## src/rtl/cdb_arbiter_pkg.sv

```systemverilog
// Shared CDB definitions: ROB tag width, datapath width and the broadcast packet
// seen by the ROB, reservation stations and map table.
package cdb_arbiter_pkg;

  localparam int ROB_TAG_BITS = 5;
  localparam int XLEN         = 32;

  typedef struct packed {
    logic                    valid;
    logic [ROB_TAG_BITS-1:0] tag;
    logic [XLEN-1:0]         value;
  } cdb_packet_t;

endpackage

```

## src/rtl/cdb_arbiter_rr_priority_picker.sv

```systemverilog
// Combinational round-robin picker: first set request at or after ptr_i (wrapping),
// returned as a one-hot grant plus its index. Also usable for RS issue selection.
module rr_priority_picker #(
  parameter int N     = 4,
  parameter int IDX_W = $clog2(N)
) (
  input  logic [N-1:0]     req_i,
  input  logic [IDX_W-1:0] ptr_i,
  output logic [N-1:0]     grant_o,
  output logic [IDX_W-1:0] idx_o,
  output logic             any_o
);

  localparam int PW = IDX_W + 1;

  always_comb begin
    logic [PW-1:0] pos;
    grant_o = '0;
    idx_o   = '0;
    any_o   = 1'b0;
    pos     = '0;
    for (int k = 0; k < N; k++) begin
      // Extra bit keeps ptr+k from aliasing before the wrap when N is not a power of two
      pos = {1'b0, ptr_i} + PW'(k);
      if (pos >= PW'(N)) begin
        pos = pos - PW'(N);
      end
      if (!any_o && req_i[pos[IDX_W-1:0]]) begin
        any_o                    = 1'b1;
        grant_o[pos[IDX_W-1:0]]  = 1'b1;
        idx_o                    = pos[IDX_W-1:0];
      end
    end
  end

endmodule

```

## src/rtl/cdb_arbiter.sv

```systemverilog
// Round-robin CDB arbiter with a one-entry holding buffer per FU port; the winner is
// registered onto cdb_* one cycle after capture, losers wait in their buffer.
module cdb_arbiter
  import cdb_arbiter_pkg::*;
#(
  parameter int NUM_REQ  = 4,
  parameter int TAG_BITS = ROB_TAG_BITS
) (
  input  logic                               clock,
  input  logic                               reset,
  input  logic                               squash,
  input  logic [NUM_REQ-1:0]                 fu_valid,
  input  logic [NUM_REQ-1:0][TAG_BITS-1:0]   fu_tag,
  input  logic [NUM_REQ-1:0][XLEN-1:0]       fu_value,
  output logic [NUM_REQ-1:0]                 fu_ready,
  output logic                               cdb_valid,
  output logic [TAG_BITS-1:0]                cdb_tag,
  output logic [XLEN-1:0]                    cdb_value,
  output logic [$clog2(NUM_REQ)-1:0]         cdb_src
);

  localparam int IDX_W = $clog2(NUM_REQ);

  logic [NUM_REQ-1:0]               buf_vld_q, buf_vld_d;
  logic [NUM_REQ-1:0][TAG_BITS-1:0] buf_tag_q, buf_tag_d;
  logic [NUM_REQ-1:0][XLEN-1:0]     buf_val_q, buf_val_d;
  logic [IDX_W-1:0]                 rr_ptr_q, rr_ptr_d;
  logic                             cdb_vld_q, cdb_vld_d;
  logic [TAG_BITS-1:0]              cdb_tag_q, cdb_tag_d;
  logic [XLEN-1:0]                  cdb_val_q, cdb_val_d;
  logic [IDX_W-1:0]                 cdb_src_q, cdb_src_d;

  logic [NUM_REQ-1:0]               cand_vld;
  logic [NUM_REQ-1:0][TAG_BITS-1:0] cand_tag;
  logic [NUM_REQ-1:0][XLEN-1:0]     cand_val;
  logic [NUM_REQ-1:0]               grant;
  logic [IDX_W-1:0]                 win_idx;
  logic                             win_any;

  // A buffered entry always outranks the live input, which the FU holds while not ready
  always_comb begin
    for (int i = 0; i < NUM_REQ; i++) begin
      cand_vld[i] = buf_vld_q[i] | fu_valid[i];
      cand_tag[i] = buf_vld_q[i] ? buf_tag_q[i] : fu_tag[i];
      cand_val[i] = buf_vld_q[i] ? buf_val_q[i] : fu_value[i];
    end
  end

  rr_priority_picker #(
    .N     (NUM_REQ),
    .IDX_W (IDX_W)
  ) u_picker (
    .req_i   (cand_vld),
    .ptr_i   (rr_ptr_q),
    .grant_o (grant),
    .idx_o   (win_idx),
    .any_o   (win_any)
  );

  always_comb begin
    buf_vld_d = buf_vld_q;
    buf_tag_d = buf_tag_q;
    buf_val_d = buf_val_q;
    rr_ptr_d  = rr_ptr_q;
    cdb_vld_d = 1'b0;
    cdb_tag_d = cdb_tag_q;
    cdb_val_d = cdb_val_q;
    cdb_src_d = cdb_src_q;
    if (squash) begin
      buf_vld_d = '0;
    end else begin
      if (win_any) begin
        cdb_vld_d = 1'b1;
        cdb_tag_d = cand_tag[win_idx];
        cdb_val_d = cand_val[win_idx];
        cdb_src_d = win_idx;
        rr_ptr_d  = (win_idx == IDX_W'(NUM_REQ - 1)) ? '0 : win_idx + IDX_W'(1);
      end
      for (int i = 0; i < NUM_REQ; i++) begin
        if (grant[i]) begin
          buf_vld_d[i] = 1'b0;
        end else if (!buf_vld_q[i] && fu_valid[i]) begin
          buf_vld_d[i] = 1'b1;
          buf_tag_d[i] = fu_tag[i];
          buf_val_d[i] = fu_value[i];
        end
      end
    end
  end

  always_ff @(posedge clock) begin
    if (!reset) begin
      buf_vld_q <= '0;
      rr_ptr_q  <= '0;
      cdb_vld_q <= 1'b0;
      cdb_tag_q <= '0;
      cdb_val_q <= '0;
      cdb_src_q <= '0;
    end else begin
      buf_vld_q <= buf_vld_d;
      buf_tag_q <= buf_tag_d;
      buf_val_q <= buf_val_d;
      rr_ptr_q  <= rr_ptr_d;
      cdb_vld_q <= cdb_vld_d;
      cdb_tag_q <= cdb_tag_d;
      cdb_val_q <= cdb_val_d;
      cdb_src_q <= cdb_src_d;
    end
  end

  assign fu_ready  = ~buf_vld_q;
  assign cdb_valid = cdb_vld_q;
  assign cdb_tag   = cdb_tag_q;
  assign cdb_value = cdb_val_q;
  assign cdb_src   = cdb_src_q;

endmodule

```

## config.mk

```make
export PLATFORM = sky130hd
export DESIGN_NAME = cdb_arbiter
export DESIGN_NICKNAME = d
export VERILOG_FILES = /design/src/rtl/cdb_arbiter_pkg.sv /design/src/rtl/cdb_arbiter_rr_priority_picker.sv /design/src/rtl/cdb_arbiter.sv
export SDC_FILE = /design/constraint.sdc
export NUM_CORES = 1
export LEC_CHECK = 0
export CORE_UTILIZATION = 30
export DETAILED_ROUTE_END_ITERATION = 10
export GPL_ROUTABILITY_DRIVEN = 1
export GPL_TIMING_DRIVEN = 0
export PLACE_DENSITY = 0.63
export SLEW_MARGIN = 20
export SYNTH_ARGS = -nofsm -noshare
export SYNTH_HDL_FRONTEND = slang
export SYNTH_SLANG_ARGS = --single-unit
```

## constraint.sdc

```tcl
create_clock -name clock -period 5.1 [get_ports clock]
set_input_delay 1.02 -clock clock [delete_from_list [all_inputs] [get_ports clock]]
set_output_delay 1.02 -clock clock [all_outputs]
set_load 0.005 [all_outputs]
```

==> run summary <==
WL per Instance: 23.4 um
Crit Path Max Fanout: 10
Final Power: 6.59 mW
Async set-reset flop share out of synthesis: 0%
WL final: 38300 um
Reg clk slew, reported paths: 0.07 ns
Final period util: 86.2%
First-iteration detailed-routing DRC count: 620
DRC: 0
Hold WS: 0.492 ns
Hold_buf cts: 0
Register bit total from synthesis: 194
Chip width: 194 um
Post-place instance area: 0.0138 sq mm
RSZ-0062 raised after global routing: no
Vias in the first global route: 9313
Layout Nets: 1329
Sequential cell area fraction in the yosys report: 48.5%
Peak supply drop: 292 uV
Setup TNS: 0 ns
Num CTS Buffers: 17
Final ANT Viol Nets: 0
Share of the synthesized area in the top cell type: 40.2%
First-pass GRT wire length: 57200 um
Quantity of I/O buffers inserted on ports: 198
Die footprint: 0.0376 sq mm
Least-Margin Pin Slew: 1.05 ns
DRT Pass-1 Iters: 6
Filler cell count: 3443
Outcome: finished clean
Max Cap Viol: 0
Final Max Slew Viols: 0
Post-cts repair resize count: 0
Vias: 9087
Lkg Pwr: 4.62 nW
Post-Syn Instances: 935
Most used DFF post-synth: edfxtp_1
Mean area per synthesized cell: 11.8 sq um
CTS tree: yes
Largest net degree at the start of global routing: 19
Startpoint class of the critical path: flip-flop
Worst Hold Class: reg -> reg
Post-Syn Area: 0.0111 sq mm
Share of cells above drive strength 1: 22.1%
Remaining Overflow, GRT: 0
Yosys warns: 0
H-tree levels: 4
Worst skew pair latency: 0.47 ns
Core area: 0.0359 sq mm
Final worst path period need: 4.39 ns
Cell Pwr Density: 457 mW/mm^2
I/O Pins: 199
Post-CTS setup buffer count: 0
Number of synthesized flops with an enable pin: 148
Row Count: 69
Die H: 194 um
Clk sinks: 194
CTS max path bufs: 2
Max transition margin: 29.7%
Syn Nets: 1098
Dpl hpwl: 28000 um
Cell taking the most area after synthesis: edfxtp_1
CP endpoint kind: flip-flop
Layout area overhead: 30.6%
Root buffer cell: clkbuf_16
Total Routing Usage GR: 20.3%
Worst EP required: 5.27 ns
Initial Util: 30.8%
Critical path type: reg -> reg
Fmax: 228 MHz
Finished Cell Area: 0.0144 sq mm
# setup viols final: 0
Arrival time worst endpoint: 4.56 ns
Initial antenna violation count: 1
Final Skew: 0.0186 ns
Via-per-instance ratio: 5.54
Routability Congestion: 0.866
Hold violation count in the final report: 0
Top cells by area, synth: edfxtp_1 (40%), mux2_2 (15%), dfxtp_1 (8.3%), mux2i_1 (6.8%), o311ai_2 (3.2%)
Distinct cells, synth: 48
[cells in the mapped netlist (all sizes together), types with 9 or more instances]
cell type    n
edfxtp     148
mux2       148
nor2        86
mux2i       75
nand2       53
clkbuf      51
dfxtp       46
a21oi       41
o21ai       41
a211oi      39
o221ai      38
o211ai      37
o311ai      36
buf         29
nand3        9
[worst max-delay path, cell delays in order, from the launching register on]
cell and delay (ns):
dfxtp_1 0.57, clkinv_1 0.48, ha_1 0.49, buf_2 0.21
nor4b_1 0.08, or4_1 0.51, buf_2 0.20, nand3_1 0.10
a21oi_1 0.06, a211o_1 0.35, nor3b_4 0.48, buf_6 0.21
buf_6 0.17, buf_6 0.16
[final cells by class]
type                       count  area, sq um  share of cell area, %
sequential                   194         5370                   37.2
multi-input combinational    654         5320                   36.9
timing repair buffer         212         2160                   15.0
tap                          461          577                   4.00
clock buffer                  18          429                   2.97
buffer                        80          387                   2.68
clock inverter                14          166                   1.15
inverter                       7         26.3                  0.182
antenna                        1         2.50                 0.0173
[layer usage]
metal  share of wire, %  GRT usage, %
met2                 46          32.7
met4                2.7          8.11
met5                  0             0
met1                 45          26.7
met3                6.1          3.91
[kinds of logic after synthesis]
| family | share of synthesized area, % |
|---|---|
| AO/OA/AOI/OAI | 17.4 |
| flip-flops | 48.5 |
| multiplexers | 22.3 |
| buffers and inverters | 3.74 |
| AND/OR/NAND/NOR | 7.09 |
| adder cells (fa/ha/maj) | 0.906 |
| XOR/XNOR | 0.0792 |
[metrics by stage]
stage / std cells / setup slack (ns) / utilization, %
4_1_cts: 1640 / 0.735 / 40.2
2_1_floorplan: 935 / 0.739 / -
3_5_place_dp: 1608 / 0.753 / 38.5
3_3_place_gp: 1594 / -1.28 / 38.0
5_1_grt: 1641 / 0.532 / 40.2
6_report: 1641 / 0.705 / 40.2
[state kept, by name, summed over array words and instances (netlist names)]
register   cells
buf_tag_q     20
cdb_tag        5
cdb_value     32
cdb_src        2
cdb_valid      1
rr_ptr_q       2
buf_val_q    128
buf_vld_q      4
[report_power, final]
part	leakage, nW	switching [mW]	internal [mW]	total (mW)
registers	1.73	0.147	1.93	2.08
logic	2.59	1.86	1.24	3.09
clock network	0.291	0.681	0.741	1.42
[worst paths after layout]
kind | from | end | slack (ns) | cells past startpoint
max reg2reg | rr_ptr_q[0] | buf_val_q[105] | 0.71 | 13
min reg2reg | cdb_value[9] | cdb_value[9] | 0.49 | 2
max | rr_ptr_q[0] | buf_val_q[105] | 0.71 | 13
min | cdb_value[9] | cdb_value[9] | 0.49 | 2
[layout by cell type (no fill, tap or decap), types with 6 or more instances in the layout]
master and n:
dfxtp_1 46, a211oi_1 39, o311ai_1 14, inv_6 6, clkbuf_1 52, ha_1 8
o311ai_2 22, clkdlybuf4s50_1 198, inv_1 6, edfxtp_1 148, mux2_2 148, buf_6 14
o221ai_1 38, clkbuf_16 17, o21ai_0 41, nor2_2 10, a21oi_1 41, nor2_1 75
mux2i_1 75, buf_8 7, nand2_1 53, nand3_1 9, o211ai_1 37, buf_2 18
Power figures use the tool's default switching activity.
==> RTL edit 1, RTL diff (same flow settings) <==
Change the parameter `NUM_REQ` from 4 to 2.
--- a/src/rtl/cdb_arbiter.sv
+++ b/src/rtl/cdb_arbiter.sv
@@ -3,7 +3,7 @@
 module cdb_arbiter
   import cdb_arbiter_pkg::*;
 #(
-  parameter int NUM_REQ  = 4,
+  parameter int NUM_REQ  = 2,
   parameter int TAG_BITS = ROB_TAG_BITS
 ) (
   input  logic                               clock,
Ports: changed (5 resized); port bits go from 199 to 120. The function was not compared with the original's and may differ.
==> RTL edit 1 against the original RTL <==
Register-to-register slack gained 2.1 ns; synthesized cell count fell by 66%; combinational power is 92% lower; first-iteration DRC count fell by 67%; final area is 51% lower; synthesized area down 56%; wire length shrank 68%; worst setup slack better by 1.4 ns; sequential cell count down 78; power shrank 61%; non-clock buffer count shrank 138; largest cell class unchanged; largest power group is now clock.
==> RTL edit 1: results (changes against the original RTL) <==
Clock-cell share 0.0914 (+0.0501); Synth Area in XOR/XNOR 0 (-0.000792); clock skew 0.00459 ns (-0.0140 ns); multi-input gates 170 (-74%); reg2reg setup slack 2.83 ns (+2.12 ns); input/output buffers 118 (-40%); Hold EP cdb_tag[2]; initial DRC count 207 (-67%); post-synthesis mux area share 0.163 (-0.0598); DP Area 0.00637 sq mm (-54%); placed cells 658 (-59%); Inverters 2 (-5); P_int 2.03 mW (-48%); DP HPWL 8740 um (-69%); post-synthesis adder-cell area fraction 0 (-0.00905); ANT cells 0 (-1); top post-synthesis cells by count edfxtp_1, dfxtp_1, nor4_1, a221o_1, mux2i_1; worst r2r src buf_vld_q[0]; Area contributors post-synth edfxtp_1, dfxtp_1, a221o_1, mux2i_1, mux2_2; crit path max fanout 11 (+1); Skew-Pair Late Insertion Delay 0.41 ns (-0.06 ns); cells after synthesis 318 (-66%); CP max stage delay 0.65 ns (+0.08 ns); layout cell share with drive strength beyond 1 0.203 (-0.0180); max reg flops 64 (-50%); DRT Pass-1 Iters 4 (-2); largest net degree at the start of global routing 17 (-2); antenna violations before repair 0 (-1); Hold Path Depth 1 (-1); Comb power frac 0.094 (-0.375); Final #Nets 540 (-59%); final-layout clock buffer total 24 (+6); CTS clock-pin slew for the worst setup and hold paths 0.05 ns (-0.02 ns); Critical Path Start fu_valid[0]; Worst Reg2Reg Path Length in Cells 6 (-7); fraction of area in multi-input gates 0.225 (-0.144); P_seq 1.05 mW (-50%); status complete, no violations; crit path to buf_val_q[52]; NonClk Buf Share 0.207 (+0.0308); Vias 3358 (-63%)
## RTL edit 1: through the flow
| step | util | setup slack (ns) |
|---|---|---|
| after floorplan | - | 1.25 |
| after global placement | 0.398 | -0.764 |
| after detailed placement | 0.402 | 1.62 |
| after CTS | 0.443 | 2.05 |
| after global routing | 0.443 | 1.96 |
| final | 0.443 | 2.07 |
## RTL edit 1: kinds of logic (layout without fill, tap and decap cells)
group                  count (synthesis)  count (layout)
AO/OA/AOI/OAI                         44              44
multiplexers                          74              74
AND/OR/NAND/NOR                       52              52
flip-flops                           116             116
buffers and inverters                 32             188
## RTL edit 1: routing by layer
metal | up-vias | GRT usage | share of wire
li1 | 1588 | - | -
met1 | 1655 | 0.213 | 0.47
met2 | 103 | 0.253 | 0.47
met3 | 12 | 0.0395 | 0.045
met4 | 0 | 0.0740 | 0.018
met5 | - | 0 | 0
==> RTL edit 2, RTL diff (config.mk and constraints unchanged) <==
Without the edit above. `cdb_tag_q` no longer has a reset.
--- a/src/rtl/cdb_arbiter.sv
+++ b/src/rtl/cdb_arbiter.sv
@@ -93,7 +93,6 @@
       buf_vld_q <= '0;
       rr_ptr_q  <= '0;
       cdb_vld_q <= 1'b0;
-      cdb_tag_q <= '0;
       cdb_val_q <= '0;
       cdb_src_q <= '0;
     end else begin
@@ -102,10 +101,13 @@
       buf_val_q <= buf_val_d;
       rr_ptr_q  <= rr_ptr_d;
       cdb_vld_q <= cdb_vld_d;
-      cdb_tag_q <= cdb_tag_d;
       cdb_val_q <= cdb_val_d;
       cdb_src_q <= cdb_src_d;
     end
+  end
+
+  always_ff @(posedge clock) begin
+    cdb_tag_q <= cdb_tag_d;
   end
 
   assign fu_ready  = ~buf_vld_q;
Behaviour: not the same (a bounded check fails within 4 cycles, from zero or initial values and one cycle with reset low).
==> RTL edit 2 against the original RTL <==
Die area decreased by 16%; non-clock buffer count decreased by 35; count of clock-buffer cells in the layout decreased by 1; final area decreased by 13%; wire length decreased by 31%; sequential cell count unchanged; worst setup slack improved by 0.31 ns; critical endpoint is now cdb_value[4]; synthesized area decreased by 16%; final cell count decreased by 23%; critical path type unchanged.
Power is not compared: it rests on default switching activity, and its combinational part moved more than twofold at a synthesized area within 25%.
==> RTL edit 2: results (changes against the original RTL) <==
status complete, no violations; CP max stage delay 0.85 ns (+0.28 ns); Post-CTS Repair Setup Buffers 0 (unchanged); vias per cell 4.92 (-11%); drt total wl 26500 um (-31%); DP HPWL 19700 um (-29%); layout cell share with drive strength beyond 1 0.153 (-0.0673); Worst Reg2Reg Path Length in Cells 10 (-3); crit path max fanout 11 (+1); Storage cell area 0.00542 sq mm (+0.93%); input/output buffers 198 (unchanged); placed cells 1232 (-23%); GRT met1 Usage 0.231 (-0.0364); cells after synthesis 626 (-33%); synth unique cells 41 (-15%); vias in the first global route 6455 (-31%); Ys Warns 0 (unchanged); Worst Path Class, Setup reg -> reg; Critical Path AT 4.35 ns (-0.21 ns); clock skew 0.0118 ns (-0.00677 ns); Skew-Pair Late Insertion Delay 0.43 ns (-0.04 ns); Final #Nets 1018 (-23%); top post-synthesis cells by count edfxtp_1, mux2i_1, o21ai_0, dfxtp_1, clkbuf_1; smallest hold slack 0.508 ns (+0.0161 ns); DP Area 0.0120 sq mm (-13%); worst r2r src rr_ptr_q[1]; slew margin rel. 0.291 (-0.00538); min-delay src cdb_src[0]; DRT Pass-1 Iters 5 (-1); CTS clock-pin slew for the worst setup and hold paths 0.07 ns (about the same); dpl ws 0.707 ns (-0.0455 ns); Hold Path Depth 2 (unchanged); P_leak 4.15 nW; register area share after synthesis 0.583 (+0.0973); syn nets 789 (-28%); reg2reg end cdb_value[4]; number of synthesized flops with an enable pin 153 (+3.4%); Hold EP cdb_src[0]; Tot GR Track Use 0.170 (-0.0331); slowest stage cell, crit path clkbuf_1; WL per Instance 21.0 um (-10%); filler cell count 2802 (-19%); initial DRC count 307 (-50%); antenna violations before repair 2 (+1); M3 GR Usage 0.0296 (-0.00951); Area contributors post-synth edfxtp_1, mux2i_1, dfxtp_1, a221oi_2, mux2_1; gpl congestion 0.836 (-3.5%); post-CTS sizing 0 (unchanged); first-pass GRT wire length 39500 um (-31%); GR Util met2 0.277 (-0.0501); reg2reg setup slack 1.01 ns (+0.31 ns)
[RTL edit 2: changes by cell type in the layout (fill, tap and decap cells not counted), sizes merged, moves of 7 or more]
cell	change
nor2	-75
mux2	-74
mux2i	+63
a211oi	-39
nand2	-39
a21oi	-38
o221ai	-38
o311ai	-36
a221oi	+32
o211ai	-32
buf	-18
clkbuf	-18
a221o	+8
nand3	-7
[RTL edit 2: cell type report]
| cell class | count | share of cell area |
|---|---|---|
| flip-flops and latches | 194 | 0.430 |
| multi-input cells | 378 | 0.292 |
| repair buffers | 210 | 0.171 |
| well taps | 396 | 0.0394 |
| clock buffers | 17 | 0.0338 |
| plain buffers | 47 | 0.0175 |
| clock inverters | 15 | 0.0139 |
| inverters | 7 | 0.00209 |
| diodes | 2 | 0.000398 |
[RTL edit 2: how the worst max path moves through the flow]
stage,end,slack [ns],cells past startpoint
after floorplan,buf_tag_q[0],0.65,6
after global placement,buf_val_q[76],-1.31,6
after detailed placement,buf_val_q[8],0.71,8
after CTS,fu_ready[1],0.90,5
after global routing,cdb_value[2],0.73,10
final,cdb_value[4],1.01,10
[RTL edit 2: cells by family (layout without fill, tap and decap cells)]
family	count (synthesis)	in the layout	synth area share
mux	215	215	0.252
flops	194	194	0.583
compound gates	106	106	0.102
buf+inv	54	296	0.0265
simple gates	49	49	0.0263
fa+ha+maj	8	8	0.0108
other cells	0	2	0
[RTL edit 2: layer usage]
layer,up-vias,share of wire
met3,21,0.045
met4,0,0.015
met2,178,0.48
met1,3112,0.46
met5,-,0
li1,2922,-
[RTL edit 2: report_power, final]
group	internal, mW	total, mW	switching (mW)
combinational	0.581	1.16	0.575
clock	0.741	1.39	0.650
sequential	1.83	1.88	0.0500
total	3.15	4.43	1.28
